==> config.mk <==
export PLATFORM = sky130hd
export DESIGN_NAME = demux_router_1x4_flat
export DESIGN_NICKNAME = d
export VERILOG_FILES = /design/src/rtl/demux_router_1x4_if.sv /design/src/rtl/demux_router_1x4.sv /design/src/flat_wrapper.sv
export SDC_FILE = /design/constraint.sdc
export NUM_CORES = 1
export LEC_CHECK = 0
export ABC_AREA = 1
export BUFFER_PORTS_ARGS = -buffer_cell sky130_fd_sc_hd__buf_2
export CAP_MARGIN = 0
export CORE_UTILIZATION = 30
export CTS_CLUSTER_SIZE = 20
export DETAILED_ROUTE_END_ITERATION = 12
export GPL_ROUTABILITY_DRIVEN = 0
export HOLD_SLACK_MARGIN = 0.12
export PLACE_DENSITY_LB_ADDON = 0.1
export SETUP_SLACK_MARGIN = 0.2
export SLEW_MARGIN = 20
export SYNTH_ARGS = -nofsm -noshare
export SYNTH_HDL_FRONTEND = slang
export SYNTH_SLANG_ARGS = --single-unit
export TNS_END_PERCENT = 20
==> constraint.sdc <==
create_clock -name clk -period 1.6 [get_ports clk]
set_input_delay 0.08 -clock clk [delete_from_list [all_inputs] [get_ports clk]]
set_output_delay 0.08 -clock clk [all_outputs]
set_load 0.05 [all_outputs]
==> src/rtl/demux_router_1x4_if.sv <==
// Producer and four-consumer stream bundle for the 1:4 demux router.
// Channel i occupies bits [i*WIDTH +: WIDTH] of out_data and [i*CNT_W +: CNT_W] of chan_cnt.
interface demux_router_1x4_if #(
    parameter int WIDTH = 8,
    parameter int CNT_W = 8
);
    logic [WIDTH-1:0]   in_data;
    logic [1:0]         in_sel;
    logic               in_valid;
    logic               in_ready;
    logic [4*WIDTH-1:0] out_data;
    logic [3:0]         out_valid;
    logic [3:0]         out_ready;
    logic [4*CNT_W-1:0] chan_cnt;

    modport master (
        output in_data, in_sel, in_valid, out_ready,
        input  in_ready, out_data, out_valid, chan_cnt
    );

    modport slave (
        input  in_data, in_sel, in_valid, out_ready,
        output in_ready, out_data, out_valid, chan_cnt
    );
endinterface

==> src/rtl/demux_router_1x4.sv <==
// Registered 1:4 stream demultiplexer: one-entry buffer and wrapping accept
// counter per channel, select bit order matching the 4:1 mux tree.
module demux_router_chan #(
    parameter int WIDTH = 8,
    parameter int CNT_W = 8
) (
    input  logic             clk,
    input  logic             rst_n,
    input  logic             push,
    input  logic             pop,
    input  logic [WIDTH-1:0] din,
    output logic [WIDTH-1:0] data,
    output logic             valid,
    output logic [CNT_W-1:0] cnt
);
    // A push in the same cycle as a pop overwrites the slot and keeps it valid.
    always_ff @(posedge clk) begin
        if (!rst_n) begin
            data  <= '0;
            valid <= 1'b0;
            cnt   <= '0;
        end else if (push) begin
            data  <= din;
            valid <= 1'b1;
            cnt   <= cnt + 1'b1;
        end else if (pop) begin
            valid <= 1'b0;
        end
    end
endmodule

module demux_router_1x4 #(
    parameter int WIDTH = 8,
    parameter int CNT_W = 8
) (
    input  logic               clk,
    input  logic               rst_n,
    demux_router_1x4_if.slave  bus
);
    localparam int NUM_CH = 4;

    logic [1:0]                    ch;
    logic [NUM_CH-1:0]             push;
    logic [NUM_CH-1:0]             pop;
    logic [NUM_CH-1:0]             valid_q;
    logic [NUM_CH-1:0][WIDTH-1:0]  data_q;
    logic [NUM_CH-1:0][CNT_W-1:0]  cnt_q;

    // in_sel bit 0 is the MSB of the channel index (mux tree ordering).
    assign ch = {bus.in_sel[0], bus.in_sel[1]};

    assign bus.in_ready  = rst_n & (~valid_q[ch] | bus.out_ready[ch]);
    assign bus.out_valid = valid_q;
    assign bus.out_data  = data_q;
    assign bus.chan_cnt  = cnt_q;

    for (genvar i = 0; i < NUM_CH; i++) begin : g_ch
        assign push[i] = bus.in_valid & bus.in_ready & (ch == 2'(i));
        assign pop[i]  = valid_q[i] & bus.out_ready[i];

        demux_router_chan #(
            .WIDTH (WIDTH),
            .CNT_W (CNT_W)
        ) u_chan (
            .clk   (clk),
            .rst_n (rst_n),
            .push  (push[i]),
            .pop   (pop[i]),
            .din   (bus.in_data),
            .data  (data_q[i]),
            .valid (valid_q[i]),
            .cnt   (cnt_q[i])
        );
    end
endmodule

==> src/flat_wrapper.sv <==
// flat-port wrapper written by rule: the top's interface ports become plain ports
module demux_router_1x4_flat 
#(
    parameter int WIDTH = 8,
    parameter int CNT_W = 8
)
  (clk, rst_n, bus_in_data, bus_in_sel, bus_in_valid, bus_out_ready, bus_in_ready, bus_out_data, bus_out_valid, bus_chan_cnt);
  demux_router_1x4_if #(.WIDTH(WIDTH), .CNT_W(CNT_W)) bus_i ();
  input  logic clk;
  input  logic rst_n;
  input wire logic [$bits(bus_i.in_data)-1:0] bus_in_data;
  input wire logic [$bits(bus_i.in_sel)-1:0] bus_in_sel;
  input wire logic [$bits(bus_i.in_valid)-1:0] bus_in_valid;
  input wire logic [$bits(bus_i.out_ready)-1:0] bus_out_ready;
  output wire logic [$bits(bus_i.in_ready)-1:0] bus_in_ready;
  output wire logic [$bits(bus_i.out_data)-1:0] bus_out_data;
  output wire logic [$bits(bus_i.out_valid)-1:0] bus_out_valid;
  output wire logic [$bits(bus_i.chan_cnt)-1:0] bus_chan_cnt;
  assign bus_i.in_data = bus_in_data;
  assign bus_i.in_sel = bus_in_sel;
  assign bus_i.in_valid = bus_in_valid;
  assign bus_i.out_ready = bus_out_ready;
  assign bus_in_ready = bus_i.in_ready;
  assign bus_out_data = bus_i.out_data;
  assign bus_out_valid = bus_i.out_valid;
  assign bus_chan_cnt = bus_i.chan_cnt;
  demux_router_1x4 #(.WIDTH(WIDTH), .CNT_W(CNT_W)) u_core (.clk(clk), .rst_n(rst_n), .bus(bus_i));
endmodule
==> results.toml <==
[layout]
final_core_util_pct = 44.0
final_nets = 538
synthToLayoutAreaGrowth_pct = 42.8
antenna_cells = 0
nFillCells = 1060
drive_above_1_share_pct = 38.4
stdcell_area_um2 = 4300

[die]
rows = 36
start_util_pct = 30.8
die_width_um = 102
die_area_um2 = 10500
floorplan.io_pins = 86
core_um2 = 9770
die_y_um = 102

[clock_network]
clock-root-buffer = "clkbuf_8"
htree_levels = 3
clk_pin_slew_worst_paths_ps = 70
cts.path.max_buffers = 2
numCtsBuffers = 9
cts_tree = "yes"
cts_sinks = 68
clock_latency_ps = 360

[worst_hold_path]
min-delay-start = "rst_n"
min_to = "u_core.g_ch[1].u_chan.cnt[5]$_SDFFE_PN0P_"
hold_depth = 4
hold_class = "primary input to flop"

[setup_path]
startpoint_type = "flop"
crit_path_max_incr_delay_ps = 330
reg2reg_to = "u_core.g_ch[1].u_chan.data[0]$_SDFFE_PN0P_"
critPathCaptureType = "flop"
path_max_fanout = 7
r2r_slack_ps = 100
worst_path_most_repeated_cell = "nand2_1"
path_buf_inv = 2
worstSetupPathDepth = 11
ff2ff_path_depth = 11
crit_chain = "nand2_1, nand2_1, nand2_1, nand2_2, nand2_4, nand3_4, buf_6, nor2_4, clkbuf_16, nand2_1, a21oi_2"
reg2reg_from = "u_core.g_ch[2].u_chan.valid$_SDFFE_PN0P_"
crit_slowest_cell = "dfxtp_2"
cp.arrival_ps = 1800
path_delay_family = "simple AND/OR/NAND/NOR gates"
crit_required_ps = 1900
setup.worst_path.class = "flop to flop"

[synth]
yosys-top-cells-area = "dfxtp_1 (45%), nand2_1 (18%), a21oi_1 (10%)"
synthDominantCellAreaShare_pct = 45.2
synth-edff-count = 0
synth_top_cell_by_area = "dfxtp_1"
synthArstFlopShare_pct = 0
netlist_instances = 403
synth_area_um2 = 3010
avgSynthCellArea_um2 = 7.48
synth_cell_type_count = 21
postSynthNetCount = 424
ys.flop_type = "dfxtp_1"
synth_seq_cells = 68
ys_seq_area_share_pct = 45.2
ys_warn_count = 0

[detailed_routing]
route.detailed.drc = 0
drtIter0Drc = 96
final_antenna_net_count = 0
vias = 2931
first_pass_iters = 4
drt_wl_total_um = 8670
wl_per_cell_um = 13.3
via_per_inst = 4.48

[placement]
place_area_um2 = 3630
dp_slack_ps = 90.9
dp_hpwl_um = 5880
portBuffers = 85

[sta]
holdWs_ps = 287
setup_viol = 0
setup_ws_ps = 98.0
tightest_slew_ps = 334
slew_violations = 0
period_minus_slack_ps = 1500
slew_headroom_pct = 77.7
finClkSkew_ps = 6.50
fin_setup_tns_ps = 0
max_freq_mhz = 666
hold_violations = 0
final.period_utilization_pct = 93.9
rsz0062_at_grt = "true"

[global_route]
gr-total-overflow = 0
antenna_found_initial = 1
grt_pass1_vias = 2635
grt_pass1_wl_um = 13400
grt_max_degree = 30
grt_usage_pct = 17.3

[status]
status = "complete, no violations"

[power_and_ir_drop]
power.density_nw_per_um2 = 800
vdd_ir_drop_max_mv = 0.376
p_leak_nw = 1.86

[run]
maxCapViolCount = 0
==> worst max-delay path by stage <==
stage / startpoint / slack [ps] / endpoint
2_1_floorplan: u_core.g_ch[1].u_chan.cnt[1]$_SDFFE_PN0P_ / 50 / u_core.g_ch[1].u_chan.cnt[6]$_SDFFE_PN0P_
3_3_place_gp: bus_in_sel[1] / 110 / u_core.g_ch[0].u_chan.cnt[0]$_SDFFE_PN0P_
3_5_place_dp: bus_in_sel[1] / 90 / u_core.g_ch[0].u_chan.data[3]$_SDFFE_PN0P_
4_1_cts: u_core.g_ch[2].u_chan.valid$_SDFFE_PN0P_ / 160 / u_core.g_ch[1].u_chan.cnt[0]$_SDFFE_PN0P_
5_1_grt: u_core.g_ch[2].u_chan.valid$_SDFFE_PN0P_ / -2 / u_core.g_ch[1].u_chan.data[3]$_SDFFE_PN0P_
6_report: u_core.g_ch[2].u_chan.valid$_SDFFE_PN0P_ / 100 / u_core.g_ch[1].u_chan.data[0]$_SDFFE_PN0P_
==> worst register-to-register path: cells and delay by family (launching register included) <==
family	cells	cell delay [ps]
compound gates	1	110
buf+inv	2	330
flops	1	330
simple gates	8	670
==> flip-flops by register name, indices dropped and copies added (netlist names) <==
register	cells
u_core.g_ch.u_chan.data	32
u_core.g_ch.u_chan.valid	4
u_core.g_ch.u_chan.cnt	32
==> metrics by stage <==
| step | cells | power (W) |
|---|---|---|
| floorplan | 403 | 0.00198 |
| global placement | 614 | 0.00209 |
| detailed placement | 614 | 0.00209 |
| CTS | 651 | 0.00346 |
| global route | 654 | 0.00359 |
| finish | 654 | 0.00344 |
==> per-layer routing <==
layer | part of all wire (%) | up-vias | track usage (%)
met1 | 50 | 1349 | 23.8
met2 | 43 | 64 | 24.7
met3 | 5.2 | 12 | 4.86
li1 | - | 1506 | -
met4 | 1.9 | 0 | 8.24
met5 | 0 | - | 0
==> cell usage after synthesis, types with 3 or more instances <==
cell type	count
buf_4	8
xnor2_1	11
clkbuf_1	8
a21oi_1	61
o21ai_0	7
nand2_1	142
inv_2	3
ha_1	4
nor2_4	5
buf_6	5
nand3_1	14
dfxtp_1	68
nor2_1	31
nand4_2	4
inv_1	21
xor2_1	6
==> power by group <==
part           switching, W  total [W]  leakage [nW]  internal [W]
Sequential        0.0000156    0.00173         0.556       0.00171
Clock              0.000678    0.00131        0.0915      0.000634
Combinational      0.000268   0.000401          1.21      0.000133
Total              0.000962    0.00344          1.86       0.00248
==> cells by family (layout without fill, tap and decap cells) <==
group	after synthesis	count (layout)	share of synthesized area, %
XOR/XNOR	17	17	4.94
adder cells (fa/ha/maj)	4	4	1.66
buffers and inverters	45	163	7.85
AO/OA/AOI/OAI	69	69	11.6
AND/OR/NAND/NOR	200	200	28.8
flip-flops	68	68	45.2
==> timing repair <==
action	CTS	global route
setup endpoints to repair	40	67
endpoints found under the hold margin	37	0
pin swaps	5	25
buffers inserted	8	2
hold buffers	13	0
resized for setup	11	60
gates cloned	1	1
==> cell type report <==
class / instances / area [µm²] / share of cell area [%]
clock inverter: 4 / 23.8 / 0.552
multi-input combinational: 290 / 1620 / 37.6
sequential: 68 / 1380 / 32.1
inverter: 24 / 90.1 / 2.09
timing repair buffer: 124 / 873 / 20.3
tap: 133 / 166 / 3.87
clock buffer: 11 / 151 / 3.52
==> cells in the final DEF (no fill, tap or decap) <==
cell	count
nand3b_1	1
nor2_4	5
o21ai_0	5
inv_4	1
dfxtp_4	2
buf_4	14
inv_2	3
nand2_1	121
clkinvlp_4	1
xnor2_1	11
nand3_1	14
dfxtp_2	10
clkinv_2	2
o21ai_1	2
clkbuf_8	11
a21oi_1	38
nand2_2	13
nand3_4	1
clkbuf_16	2
nand4_4	2
inv_1	21
ha_1	4
nor2_2	3
nand2_4	9
dfxtp_1	56
xor2_1	6
nor2_1	29
a21oi_2	24
nand4_2	2
buf_6	6
dlygate4sd3_1	13
buf_12	5
buf_2	84
Note: power is estimated with default switching activity, not from simulation.
